**config.mk**
```make
export PLATFORM = sky130hd
export DESIGN_NAME = clock_reset_sequencer_flat
export DESIGN_NICKNAME = d
export VERILOG_FILES = /design/src/rtl/clock_reset_sequencer_if.sv /design/src/rtl/clock_reset_sequencer.sv /design/src/flat_wrapper.sv
export SDC_FILE = /design/constraint.sdc
export NUM_CORES = 1
export LEC_CHECK = 0
export CAP_MARGIN = 25
export CELL_PAD_IN_SITES_DETAIL_PLACEMENT = 0
export CELL_PAD_IN_SITES_GLOBAL_PLACEMENT = 2
export CORE_ASPECT_RATIO = 1.5
export CORE_MARGIN = 4
export CORE_UTILIZATION = 40
export CTS_BUF_LIST = sky130_fd_sc_hd__clkbuf_4 sky130_fd_sc_hd__clkbuf_8
export DETAILED_ROUTE_END_ITERATION = 7
export PLACE_DENSITY_LB_ADDON = 0.05
export SLEW_MARGIN = 20
export SYNTH_ARGS = -nofsm -noshare
export SYNTH_HDL_FRONTEND = slang
export SYNTH_SLANG_ARGS = --single-unit
```
**constraint.sdc**
```tcl
create_clock -name CLK32 -period 6.8 [get_ports CLK32]
set_input_delay 1.36 -clock CLK32 [delete_from_list [all_inputs] [get_ports CLK32]]
set_output_delay 1.36 -clock CLK32 [all_outputs]
set_load 0.1 [all_outputs]
```
**src/rtl/clock_reset_sequencer_if.sv**
```systemverilog
// Signal bundle between the PLL bring-up sequencer and the clock generator /
// video pipeline. The sequencer uses the master modport.
interface clock_reset_sequencer_if;
  // Raw, asynchronous lock indications from the clock generator
  logic       PllLocked1;
  logic       PllLocked2;
  logic       BufpllLock;
  // PLL resets and pipeline reset request
  logic       PllRst1;
  logic       PllRst2;
  logic       SysRstN;
  // Status
  logic       Ready;
  logic       Fault;
  logic [2:0] RetryCnt;
  logic [7:0] LossCount;
  logic [2:0] State;

  modport master (
    input  PllLocked1, PllLocked2, BufpllLock,
    output PllRst1, PllRst2, SysRstN, Ready, Fault, RetryCnt, LossCount, State
  );

  modport slave (
    output PllLocked1, PllLocked2, BufpllLock,
    input  PllRst1, PllRst2, SysRstN, Ready, Fault, RetryCnt, LossCount, State
  );
endinterface

```
**src/rtl/clock_reset_sequencer.sv**
```systemverilog
// Bring-up sequencer for the cascaded prescaler PLL and pixel/serializer PLL
// (feeding the BUFPLL). Pulses each PLL reset in turn, waits for lock with a
// timeout, holds the pixel-domain reset until all locks have been stable for
// a settle window, then watches for lock loss and restarts on loss.
// Optional build macro CLKSEQ_STATUS_EN makes LossCount and State live;
// without it both read as zero and the loss counter is not built.
module clock_reset_sequencer #(
  parameter int unsigned RST_CYCLES    = 32,
  parameter int unsigned LOCK_TIMEOUT  = 65535,
  parameter int unsigned SETTLE_CYCLES = 1024,
  parameter int unsigned LOSS_FILTER   = 4,
  parameter int unsigned MAX_RETRY     = 7
) (
  input  logic                    CLK32,
  input  logic                    RstN,
  clock_reset_sequencer_if.master seq
);

  localparam int unsigned CNT_W   = 17;
  localparam int unsigned RETRY_W = 3;
  localparam int unsigned LOSS_W  = 8;
  localparam int unsigned ST_W    = 3;
  localparam int unsigned NLOCK   = 3;
  localparam int unsigned FILT_W  = $clog2(LOSS_FILTER + 1);

  typedef enum logic [ST_W-1:0] {
    ST_RESET_PLL1 = 3'd0,
    ST_WAIT_LOCK1 = 3'd1,
    ST_RESET_PLL2 = 3'd2,
    ST_WAIT_LOCK2 = 3'd3,
    ST_SETTLE     = 3'd4,
    ST_RUN        = 3'd5,
    ST_FAULT      = 3'd6
  } state_e;

  // Lock synchronisers: bit 0 = PLL1, bit 1 = PLL2, bit 2 = BUFPLL
  logic [NLOCK-1:0]   lock_raw;
  logic [NLOCK-1:0]   sync_meta_q;
  logic [NLOCK-1:0]   sync_q;
  logic               l1;
  logic               l2;
  logic               lb;

  state_e             state_q;
  state_e             state_d;
  logic [CNT_W-1:0]   cnt_q;
  logic [RETRY_W-1:0] retry_q;
  logic [RETRY_W-1:0] retry_d;
  logic               retry_evt;

  // Per-lock low-run counters used only in RUN
  logic [FILT_W-1:0]  low_q [NLOCK];
  logic               loss_hit;

  // Registered outputs and their next values
  logic               pll_rst1_q;
  logic               pll_rst2_q;
  logic               sys_rst_n_q;
  logic               ready_q;
  logic               fault_q;
  logic               pll_rst1_d;
  logic               pll_rst2_d;
  logic               sys_rst_n_d;
  logic               ready_d;
  logic               fault_d;

  assign lock_raw = {seq.BufpllLock, seq.PllLocked2, seq.PllLocked1};
  assign l1       = sync_q[0];
  assign l2       = sync_q[1];
  assign lb       = sync_q[2];

  // Two-flop synchronisers on the asynchronous lock inputs
  always_ff @(posedge CLK32 or negedge RstN) begin
    if (!RstN) begin
      sync_meta_q <= '0;
      sync_q      <= '0;
    end else begin
      sync_meta_q <= lock_raw;
      sync_q      <= sync_meta_q;
    end
  end

  // Low-run counters: count consecutive low synced samples while in RUN
  always_ff @(posedge CLK32 or negedge RstN) begin
    if (!RstN) begin
      for (int i = 0; i < NLOCK; i++) low_q[i] <= '0;
    end else begin
      for (int i = 0; i < NLOCK; i++) begin
        if (state_q != ST_RUN || sync_q[i]) begin
          low_q[i] <= '0;
        end else if (low_q[i] != FILT_W'(LOSS_FILTER)) begin
          low_q[i] <= low_q[i] + 1'b1;
        end
      end
    end
  end

  // Any lock whose low run has reached the filter depth is a loss
  always_comb begin
    loss_hit = 1'b0;
    for (int i = 0; i < NLOCK; i++) begin
      if (low_q[i] == FILT_W'(LOSS_FILTER)) loss_hit = 1'b1;
    end
  end

  // Next-state, retry accounting and output decode of the next state
  always_comb begin
    state_d     = state_q;
    retry_d     = retry_q;
    retry_evt   = 1'b0;
    pll_rst1_d  = 1'b1;
    pll_rst2_d  = 1'b1;
    sys_rst_n_d = 1'b0;
    ready_d     = 1'b0;
    fault_d     = 1'b0;

    case (state_q)
      ST_RESET_PLL1: begin
        if (cnt_q == CNT_W'(RST_CYCLES - 1)) state_d = ST_WAIT_LOCK1;
      end
      ST_WAIT_LOCK1: begin
        // A lock arriving together with the timeout takes precedence
        if (l1) begin
          state_d = ST_RESET_PLL2;
        end else if (cnt_q == CNT_W'(LOCK_TIMEOUT)) begin
          retry_evt = 1'b1;
        end
      end
      ST_RESET_PLL2: begin
        if (!l1) begin
          retry_evt = 1'b1;
        end else if (cnt_q == CNT_W'(RST_CYCLES - 1)) begin
          state_d = ST_WAIT_LOCK2;
        end
      end
      ST_WAIT_LOCK2: begin
        // Abort and timeout together still count as a single retry
        if (!l1) begin
          retry_evt = 1'b1;
        end else if (l2 && lb) begin
          state_d = ST_SETTLE;
        end else if (cnt_q == CNT_W'(LOCK_TIMEOUT)) begin
          retry_evt = 1'b1;
        end
      end
      ST_SETTLE: begin
        if (!(l1 && l2 && lb)) begin
          retry_evt = 1'b1;
        end else if (cnt_q == CNT_W'(SETTLE_CYCLES - 1)) begin
          state_d = ST_RUN;
          retry_d = '0;
        end
      end
      ST_RUN: begin
        if (loss_hit) state_d = ST_RESET_PLL1;
      end
      ST_FAULT: begin
        state_d = ST_FAULT;
      end
      default: begin
        state_d = ST_RESET_PLL1;
      end
    endcase

    if (retry_evt) begin
      if (retry_q == RETRY_W'(MAX_RETRY)) begin
        state_d = ST_FAULT;
      end else begin
        retry_d = retry_q + 1'b1;
        state_d = ST_RESET_PLL1;
      end
    end

    case (state_d)
      ST_WAIT_LOCK1: begin
        pll_rst1_d = 1'b0;
      end
      ST_RESET_PLL2: begin
        pll_rst1_d = 1'b0;
      end
      ST_WAIT_LOCK2, ST_SETTLE: begin
        pll_rst1_d = 1'b0;
        pll_rst2_d = 1'b0;
      end
      ST_RUN: begin
        pll_rst1_d  = 1'b0;
        pll_rst2_d  = 1'b0;
        sys_rst_n_d = 1'b1;
        ready_d     = 1'b1;
      end
      ST_FAULT: begin
        fault_d = 1'b1;
      end
      default: begin
        pll_rst1_d = 1'b1;
        pll_rst2_d = 1'b1;
      end
    endcase
  end

  // State register, shared cycle counter, retry count and output registers
  always_ff @(posedge CLK32 or negedge RstN) begin
    if (!RstN) begin
      state_q     <= ST_RESET_PLL1;
      cnt_q       <= '0;
      retry_q     <= '0;
      pll_rst1_q  <= 1'b1;
      pll_rst2_q  <= 1'b1;
      sys_rst_n_q <= 1'b0;
      ready_q     <= 1'b0;
      fault_q     <= 1'b0;
    end else begin
      state_q     <= state_d;
      retry_q     <= retry_d;
      pll_rst1_q  <= pll_rst1_d;
      pll_rst2_q  <= pll_rst2_d;
      sys_rst_n_q <= sys_rst_n_d;
      ready_q     <= ready_d;
      fault_q     <= fault_d;
      if (state_d != state_q) begin
        cnt_q <= '0;
      end else if (cnt_q != '1) begin
        cnt_q <= cnt_q + 1'b1;
      end
    end
  end

  assign seq.PllRst1  = pll_rst1_q;
  assign seq.PllRst2  = pll_rst2_q;
  assign seq.SysRstN  = sys_rst_n_q;
  assign seq.Ready    = ready_q;
  assign seq.Fault    = fault_q;
  assign seq.RetryCnt = retry_q;

`ifdef CLKSEQ_STATUS_EN
  logic [LOSS_W-1:0] loss_cnt_q;

  // Saturating count of lock-loss events seen in RUN
  always_ff @(posedge CLK32 or negedge RstN) begin
    if (!RstN) begin
      loss_cnt_q <= '0;
    end else if (state_q == ST_RUN && loss_hit && loss_cnt_q != '1) begin
      loss_cnt_q <= loss_cnt_q + 1'b1;
    end
  end

  assign seq.LossCount = loss_cnt_q;
  assign seq.State     = ST_W'(state_q);
`else
  assign seq.LossCount = '0;
  assign seq.State     = '0;
`endif

endmodule

```
**src/flat_wrapper.sv**
```systemverilog
// flat-port wrapper written by rule: the top's interface ports become plain ports
module clock_reset_sequencer_flat 
#(
  parameter int unsigned RST_CYCLES    = 32,
  parameter int unsigned LOCK_TIMEOUT  = 65535,
  parameter int unsigned SETTLE_CYCLES = 1024,
  parameter int unsigned LOSS_FILTER   = 4,
  parameter int unsigned MAX_RETRY     = 7
)
  (CLK32, RstN, seq_PllLocked1, seq_PllLocked2, seq_BufpllLock, seq_PllRst1, seq_PllRst2, seq_SysRstN, seq_Ready, seq_Fault, seq_RetryCnt, seq_LossCount, seq_State);
  clock_reset_sequencer_if seq_i ();
  input  logic CLK32;
  input  logic RstN;
  input wire logic [$bits(seq_i.PllLocked1)-1:0] seq_PllLocked1;
  input wire logic [$bits(seq_i.PllLocked2)-1:0] seq_PllLocked2;
  input wire logic [$bits(seq_i.BufpllLock)-1:0] seq_BufpllLock;
  output wire logic [$bits(seq_i.PllRst1)-1:0] seq_PllRst1;
  output wire logic [$bits(seq_i.PllRst2)-1:0] seq_PllRst2;
  output wire logic [$bits(seq_i.SysRstN)-1:0] seq_SysRstN;
  output wire logic [$bits(seq_i.Ready)-1:0] seq_Ready;
  output wire logic [$bits(seq_i.Fault)-1:0] seq_Fault;
  output wire logic [$bits(seq_i.RetryCnt)-1:0] seq_RetryCnt;
  output wire logic [$bits(seq_i.LossCount)-1:0] seq_LossCount;
  output wire logic [$bits(seq_i.State)-1:0] seq_State;
  assign seq_i.PllLocked1 = seq_PllLocked1;
  assign seq_i.PllLocked2 = seq_PllLocked2;
  assign seq_i.BufpllLock = seq_BufpllLock;
  assign seq_PllRst1 = seq_i.PllRst1;
  assign seq_PllRst2 = seq_i.PllRst2;
  assign seq_SysRstN = seq_i.SysRstN;
  assign seq_Ready = seq_i.Ready;
  assign seq_Fault = seq_i.Fault;
  assign seq_RetryCnt = seq_i.RetryCnt;
  assign seq_LossCount = seq_i.LossCount;
  assign seq_State = seq_i.State;
  clock_reset_sequencer #(.RST_CYCLES(RST_CYCLES), .LOCK_TIMEOUT(LOCK_TIMEOUT), .SETTLE_CYCLES(SETTLE_CYCLES), .LOSS_FILTER(LOSS_FILTER), .MAX_RETRY(MAX_RETRY)) u_core (.CLK32(CLK32), .RstN(RstN), .seq(seq_i));
endmodule
```
# Yosys cells after proc, flatten, opt, wreduce, memory -nomap -nowiden
# Cells that the tools add are included.
# word_totals
reg_bits	42
inputBits	5
wordCells	94
# op_classes
n_addsub	5
n_eq_ne	25
n_mux	39
n_reduce_logical	13
# ops
operator	count
$mux 3	22
$mux 17	2
$eq 3x3->1 const B	10
$pmux 3 s7	1
$add 17x1->17 const B	1
$eq 17x10->1 const B	1
$eq 17x16->1 const B	1
$eq 17x5->1 const B	1
$ne 17x17->1 const B	1
$mux 1	13
$add 3x1->3 const B	4
$eq 3x2->1 const B	4
$ne 3x3->1 const B	4
$reduce_bool 2->1	4
$eq 3x1->1 const B	2
$reduce_or 5->1	1
$pmux 1 s4	1
$logic_and 1x1->1	3
$logic_not 3->1	1
$logic_or 1x1->1	3
$ne 3x3->1	1
$reduce_or 3->1	1

# Longest topological paths before layout
# Gate-level depths: netlist of run 1.
# logic_depth
word_depth	10
mapped_depth	11
mapped_depth_nobuf	9

# Worst setup path after synthesis of run 1
# No wires, ideal clock.
# synth_timing
path_kind	register -> register
start	register u_core.cnt_q[5]
end	register u_core.cnt_q[11]
arrival_ps	2564
required_ps	6680
path_slack_ps	4115
stages_incl_launch_ff	12
path_buffers	3
period_less_slack_ps	2685
path_cell_list	dfrtp_1 > and4_2 > clkbuf_1 > nand4_1 > nor4_1 > ha_1 > a21oi_1 > o311ai_0 > o21ba_2 > buf_6 > buf_8 > nor3_1
# synth_between
elab_chain_cells	8
word_cells_on_any_way	21
cone_classes	add/sub (1); eq/ne (5); mux (14); reduce/logical (1)
# synth_rtl
element	line_no	text
start: declaration	clock_reset_sequencer.sv:46	logic [CNT_W-1:0] cnt_q;
start signal: assignment	clock_reset_sequencer.sv:223	cnt_q <= cnt_q + 1'b1;
$eq 17x16->1	clock_reset_sequencer.sv:125, clock_reset_sequencer.sv:142	
$mux 1	clock_reset_sequencer.sv:125, clock_reset_sequencer.sv:142	
$mux 1	clock_reset_sequencer.sv:140	end else if (l2 && lb) begin
$mux 1	clock_reset_sequencer.sv:138	if (!l1) begin
$pmux 1 s4	clock_reset_sequencer.sv:117	case (state_q)
$mux 3	clock_reset_sequencer.sv:165	if (retry_evt) begin
$ne 3x3->1	clock_reset_sequencer.sv:220	if (state_d != state_q) begin
$mux 17 / $reduce_bool 2->1 (equally long branches)	-	
# Several ways; a longest one is shown, not always the timed one. The select of a mux whose other input is x is not followed.
# A chain may end at the register's enable or synchronous reset.

# Worst setup path in the final report of run 1
# layout_timing
start	register u_core.pll_rst2_q, in the netlist u_core.seq.PllRst2
end	output seq_PllRst2
# layout_rtl
element	line_no	text
start: declaration	clock_reset_sequencer.sv:57	logic pll_rst2_q;
start signal: assignment	clock_reset_sequencer.sv:216	pll_rst2_q <= pll_rst2_d;
end: declaration	flat_wrapper.sv:18	output wire logic [$bits(seq_i.PllRst2)-1:0] seq_PllRst2;
# No word-level cell between the ends.

==> results of run 1 <==
[Yosys cell counts (all sizes together) (2+ instances only)]
| master | count | area share, % |
|---|---|---|
| a211oi | 2 | 0.63 |
| a21bo | 2 | 0.84 |
| a21oi | 10 | 2.1 |
| a31oi | 2 | 0.79 |
| and2 | 3 | 0.79 |
| and3 | 2 | 0.53 |
| and4 | 2 | 0.79 |
| and4b | 2 | 0.84 |
| buf | 20 | 6.3 |
| clkbuf | 4 | 0.63 |
| dfrtp | 40 | 42 |
| dfstp | 2 | 2.2 |
| ha | 11 | 5.8 |
| inv | 11 | 1.7 |
| mux2i | 5 | 2.1 |
| nand2 | 13 | 2.1 |
| nand3 | 9 | 1.9 |
| nand3b | 3 | 0.95 |
| nand4 | 5 | 1.3 |
| nor2 | 10 | 1.6 |
| nor2b | 2 | 0.53 |
| nor3 | 33 | 7.2 |
| nor3b | 3 | 1.2 |
| o211ai | 3 | 1.2 |
| o21ai | 11 | 2.3 |
| or4 | 2 | 0.79 |
| xnor2 | 10 | 3.7 |
| xor2 | 8 | 2.9 |
[state kept, by name, summed over array words and instances, names as in the netlist]
signal	flops
u_core.cnt_q	17
u_core.low_q	9
u_core.seq.RetryCnt	3
u_core.state_q	3
u_core.sync_meta_q	3
u_core.sync_q	3
u_core.seq.Fault	1
u_core.seq.PllRst1	1
u_core.seq.PllRst2	1
u_core.seq.SysRstN	1
[routing by layer]
layer  track usage, %  wire, µm
met1             16.8      2040
met2             26.8      2690
met3             2.46       111
met4             5.64        81
met5                0         0
[where the power goes]
part / switching [mW] / internal (mW) / total, mW / leakage (nW)
clock network: 0.0815 / 0.0850 / 0.167 / 0.0498
registers: 0.0505 / 0.288 / 0.339 / 0.552
logic: 0.259 / 0.101 / 0.360 / 0.515
[per-stage QoR]
step	cells	area [µm²]	util (%)	hold WS, ns
finish	320	2570	44.5	0.355
global route	320	2570	44.5	0.365
CTS	319	2550	44.0	0.356
detailed placement	311	2450	42.4	0.335
global placement	311	2450	42.4	0.334
floorplan	251	2410	-	0.331
[placed cells by master, fill, tap and decap left out, types with 8 or more instances in the layout]
cell / synthesis / routed
xor2_1: 8 / 8
clkdlybuf4s50_1: 0 / 11
conb_1: 1 / 11
nand2_1: 13 / 13
a21oi_1: 10 / 10
inv_1: 11 / 11
nor3_1: 32 / 32
o21ai_0: 11 / 11
nor2_1: 10 / 10
ha_1: 11 / 11
dfrtp_1: 40 / 40
xnor2_1: 10 / 10
nand3_1: 9 / 9
[cell type report]
cell class              instances  area [µm²]
clock buffers                   8        91.3
fillers                       605        3210
inverters                      11        41.3
multi-input cells             174        1150
flip-flops and latches         42        1050
well taps                      72        90.1
repair buffers                 13         143
[kinds of logic after synthesis]
family | synth area share, %
DFF | 44.3
buffers and inverters | 8.64
other | 0.158
xor gates and xnor gates | 6.64
muxes | 2.11
AOI/OAI and AO/OA | 10.5
adders and majority gates | 5.79
and+or+nand+nor | 21.8
[final timing paths]
path                                          to  slack [ns]  cells past startpoint
setup / recovery                     seq_PllRst2        3.51                      1
hold / removal                  u_core.sync_q[2]        0.36                      0
setup reg to reg                 u_core.cnt_q[7]        3.76                      9
hold reg to reg                 u_core.sync_q[2]        0.36                      0
max in group asynchronous     u_core.seq.PllRst2        5.18                      2
min in group asynchronous  u_core.sync_meta_q[2]        1.05                      1
==> results.ini, run 1 <==
[setup_path]
worstPathCellList=clkdlybuf4s50_1
cpPeakStageDelay_ns=1.12
path_max_fanout=1
crit_buf_inv=1
cp.required_ns=5.44
path_delay_family=buffers and inverters
worstPathArrival_ns=1.93
cpMaxStageDelayCell=clkdlybuf4s50_1
critPathKind=reg -> out
crit_path_start=u_core.seq.PllRst2
startpoint_type=flop
end_kind=output port
rr_startpoint=u_core.cnt_q[5]

[global_route]
grt_pass1_wl_um=8410
grt_use_total_pct=14.6
grt_overflow_total=0
grt_max_degree=43
first_global_vias=1706
antenna_found_initial=0

[worst_hold_path]
min_from=u_core.sync_meta_q[2]
worst_hold_path_type=reg -> reg

[clock_tree]
cts_sinks=42
post_cts_resized=0
clock_latency_ns=0.29
post_cts_buffers=0
clk_pin_slew_ns=0.08
htree_levels=2
cts_made_buffers=5
cts_tree=done
clock-root-buffer=clkbuf_8
cts_hold_buf=0
ctsLongestPathBuffers=2

[run_status]
status=finished clean

[place]
gp_congestion=0.783
place.port_buffers=12
place_ws_ns=3.73
dp.final_hpwl_um=3580

[sta]
setup_violations=0
slew_headroom_pct=35.0
fin_tns_setup_ns=0
worstMarginPinSlew_ns=0.972
finalCriticalPeriod_ns=3.29
rsz0062_at_grt=no
fmax_mhz=304
skew_ns=0.00399
period_share_pct=48.4
setup_slack_ns=3.51
hold_viol=0
finalMaxSlewViolations=0

[pwr]
p_leak_nw=1.12
power.density_nw_per_um2=336
p_total_uw=866
ir_drop_v=0.000153

[layout]
nets=263
diodes=0
syn_to_final_growth_pct=8.32
drive_gt1_share_pct=9.27

[synthesis]
synth_seq_cells=42
synth_edf_count=0
async_flop_share_pct=100
yosysSeqAreaShare_pct=44.3
ys_warn_count=0
synth_area_um2=2380
syn_inst=241
synth_cell_type_count=48
synthFlopType=dfrtp_1
avgSynthCellArea_um2=9.86

[die]
dieArea_um2=7260
ios=24
start_util_pct=41.1
die_x_um=70.9
fp.dieH_um=102
rows=34
core-area_um2=5790

[detailed_routing]
routed_wl_um=4930
wire_per_inst_um=15.4
vias_per_cell=5.33
postRouteAntennaNets=0
drt-initial-drc-count=110
first_pass_iters=4
drc_errors=0
vias=1707

[job]
drv_cap=0

Power figures use the tool's default switching activity.
==> inputs of run 2 (changes only) <==
- CORE_UTILIZATION: 40 -> 38
- clock period: 6.8 -> 3.3 ns (I/O delays scaled with it)
==> run 2 against run 1 <==
Critical path depth increased by 7; non-clock buffer count up 6; design area up 1.7%; clock-buffer cell count down 1; wire length up 1.5%; largest cell class unchanged; die area rose by 4.8%; sequential share of layout area decreased by 0.67 points; first-iteration DRC count did not move; clock power is 150% higher.
==> results.ini, run 2 (same netlist as run 1, synthesis figures left out) <==
[worst_hold_path]
worst_hold_path_type=in -> async

[detailed_routing]
wire_per_inst_um=15.2  ; -0.99%
first_pass_iters=4  ; unchanged
postRouteAntennaNets=0  ; unchanged
drc_errors=0  ; unchanged
vias=1692  ; -0.88%
vias_per_cell=5.16  ; -3.3%
routed_wl_um=5000  ; +1.5%
drt-initial-drc-count=110  ; unchanged

[sta]
setup_violations=0  ; unchanged
hold_viol=0  ; unchanged
skew_ns=0.00345  ; -0.000540 ns
period_share_pct=90.1
fmax_mhz=336
rsz0062_at_grt=no
worstMarginPinSlew_ns=0.615  ; -0.357 ns
finalMaxSlewViolations=0  ; unchanged
slew_headroom_pct=59.0  ; +24 points
whs_ns=0.298  ; -0.0578 ns
finalCriticalPeriod_ns=2.97
fin_tns_setup_ns=0  ; unchanged

[global_route]
first_global_vias=1731  ; +1.5%
grtUsageMet2_pct=25.3  ; -1.5 points
met1_usage_pct=17.3  ; +0.44 points
grt_overflow_total=0  ; unchanged
grt_use_total_pct=14.4  ; -0.19 points
grt_max_degree=43  ; unchanged
grt_util_met3_pct=2.31  ; -0.15 points
grt_pass1_wl_um=8680  ; +3.2%
grt.busiest_layer=met2
antenna_found_initial=0  ; unchanged

[setup_path]
cpMaxStageDelayCell=o311ai_0
worstPathArrival_ns=3.13  ; +1.20 ns
startpoint_type=flop
critical_path.endpoint=u_core.cnt_q[12]
rr_startpoint=u_core.cnt_q[5]
end_kind=flop
worstPathCellList=and4_2, nand4_1, nor4_1, ha_1, a21oi_1, o311ai_0, o21ba_2, nor3_1
crit_path_start=u_core.cnt_q[5]
cpPeakStageDelay_ns=0.50  ; -0.62 ns
ff2ff_setup_slack_ns=0.33  ; -3.43 ns
path_max_fanout=17  ; +16
rr_endpoint=u_core.cnt_q[12]
critPathKind=reg -> reg
cp.required_ns=3.46  ; -1.98 ns
r2r_cells=8  ; -1

[layout]
diodes=0  ; unchanged
n_fill_cell=653  ; +7.9%
top_register=u_core.cnt_q
instances_no_fill=328  ; +2.5%
largestRegisters=u_core.cnt_q: 17 flops, u_core.low_q: 9 flops
mostFrequentLayoutCell=dfrtp_1
syn_to_final_growth_pct=10.1
final_core_util_pct=42.7  ; -1.8 points
nets=269  ; +2.3%
mostFrequentLayoutCells=dfrtp_1 (40), nor3_1 (32), buf_4 (14)
largest_register_ffs=17  ; unchanged
drive_gt1_share_pct=14.6  ; +5.3 points

[clock_tree]
cts_made_buffers=5  ; unchanged
cts_sinks=42  ; unchanged
ctsLongestPathBuffers=2  ; unchanged
htree_levels=2  ; unchanged
clock_latency_ns=0.29  ; about the same
post_cts_resized=0  ; unchanged
cts_tree=done
post_cts_buffers=0  ; unchanged
cts_hold_buf=0  ; unchanged
clk_pin_slew_ns=0.08  ; about the same
clock-root-buffer=clkbuf_8

[pwr]
p_leak_nw=1.16  ; +4.2%
p_total_mw=1.87  ; +120%
ir_drop_v=0.000261  ; +70%
power.density_nw_per_um2=715  ; +110%

[place]
gp_congestion=0.733  ; -6.5%
dp.final_hpwl_um=3520  ; -1.6%
dpl.cell_count=319  ; +2.6%
place.port_buffers=12  ; unchanged

[die]
start_util_pct=38.8  ; -2.3 points
rows=35  ; +2.9%
dieArea_um2=7610  ; +4.8%
fp.dieH_um=105  ; +2.4%
die_x_um=72.6  ; +2.3%
ios=24  ; unchanged
core-area_um2=6130  ; +6.0%

[run_status]
status=finished clean

[job]
drv_cap=0  ; unchanged

run 2: cell types whose count changed in the layout (fill, tap and decap cells not counted), sizes merged:
cell / delta
buf: +14
clkdlybuf4s50: -8
bufinv: +1
clkbuf: -1
run 2: final cells by class:
cell class / instances / area [µm²] / share of cell area (%)
multi-input combinational: 174 / 1150 / 44.1
sequential: 42 / 1050 / 40.3
timing repair buffer: 19 / 160 / 6.12
tap: 74 / 92.6 / 3.54
clock buffer: 7 / 83.8 / 3.20
inverter: 11 / 41.3 / 1.58
clock inverter: 1 / 30.0 / 1.15
run 2: worst min-delay path by stage:
stage,slack (ns),to
CTS,0.35,u_core.sync_q[1]
global placement,0.33,u_core.sync_q[2]
detailed placement,0.34,u_core.sync_q[2]
global route,0.32,u_core.sync_q[2]
finish,0.30,u_core.low_q[2]
floorplan,0.33,u_core.sync_q[0]
run 2: layer usage:
metal	part of all wire, %	up-vias
met4	1.9	0
met1	42	829
met2	55	11
li1	-	845
met3	1.6	7
met5	0	-
run 2: power by group:
group	switching [mW]	internal (mW)	total, mW
Sequential	0.0720	0.594	0.666
Clock	0.173	0.243	0.416
Combinational	0.565	0.222	0.787
run 2: critical path, delay by kind of cell (launching register included):
family | cells | cell delay [ns]
AO/OA/AOI/OAI | 3 | 1.04
AND/OR/NAND/NOR | 4 | 1.02
flip-flops | 1 | 0.48
adder cells (fa/ha/maj) | 1 | 0.29
run 2: per-stage QoR:
| step | setup WS [ns] | area, µm² |
|---|---|---|
| global placement | 0.364 | 2480 |
| global route | 0.00341 | 2620 |
| detailed placement | 0.309 | 2480 |
| floorplan | 0.615 | 2410 |
| CTS | 0.295 | 2600 |
| finish | 0.326 | 2620 |
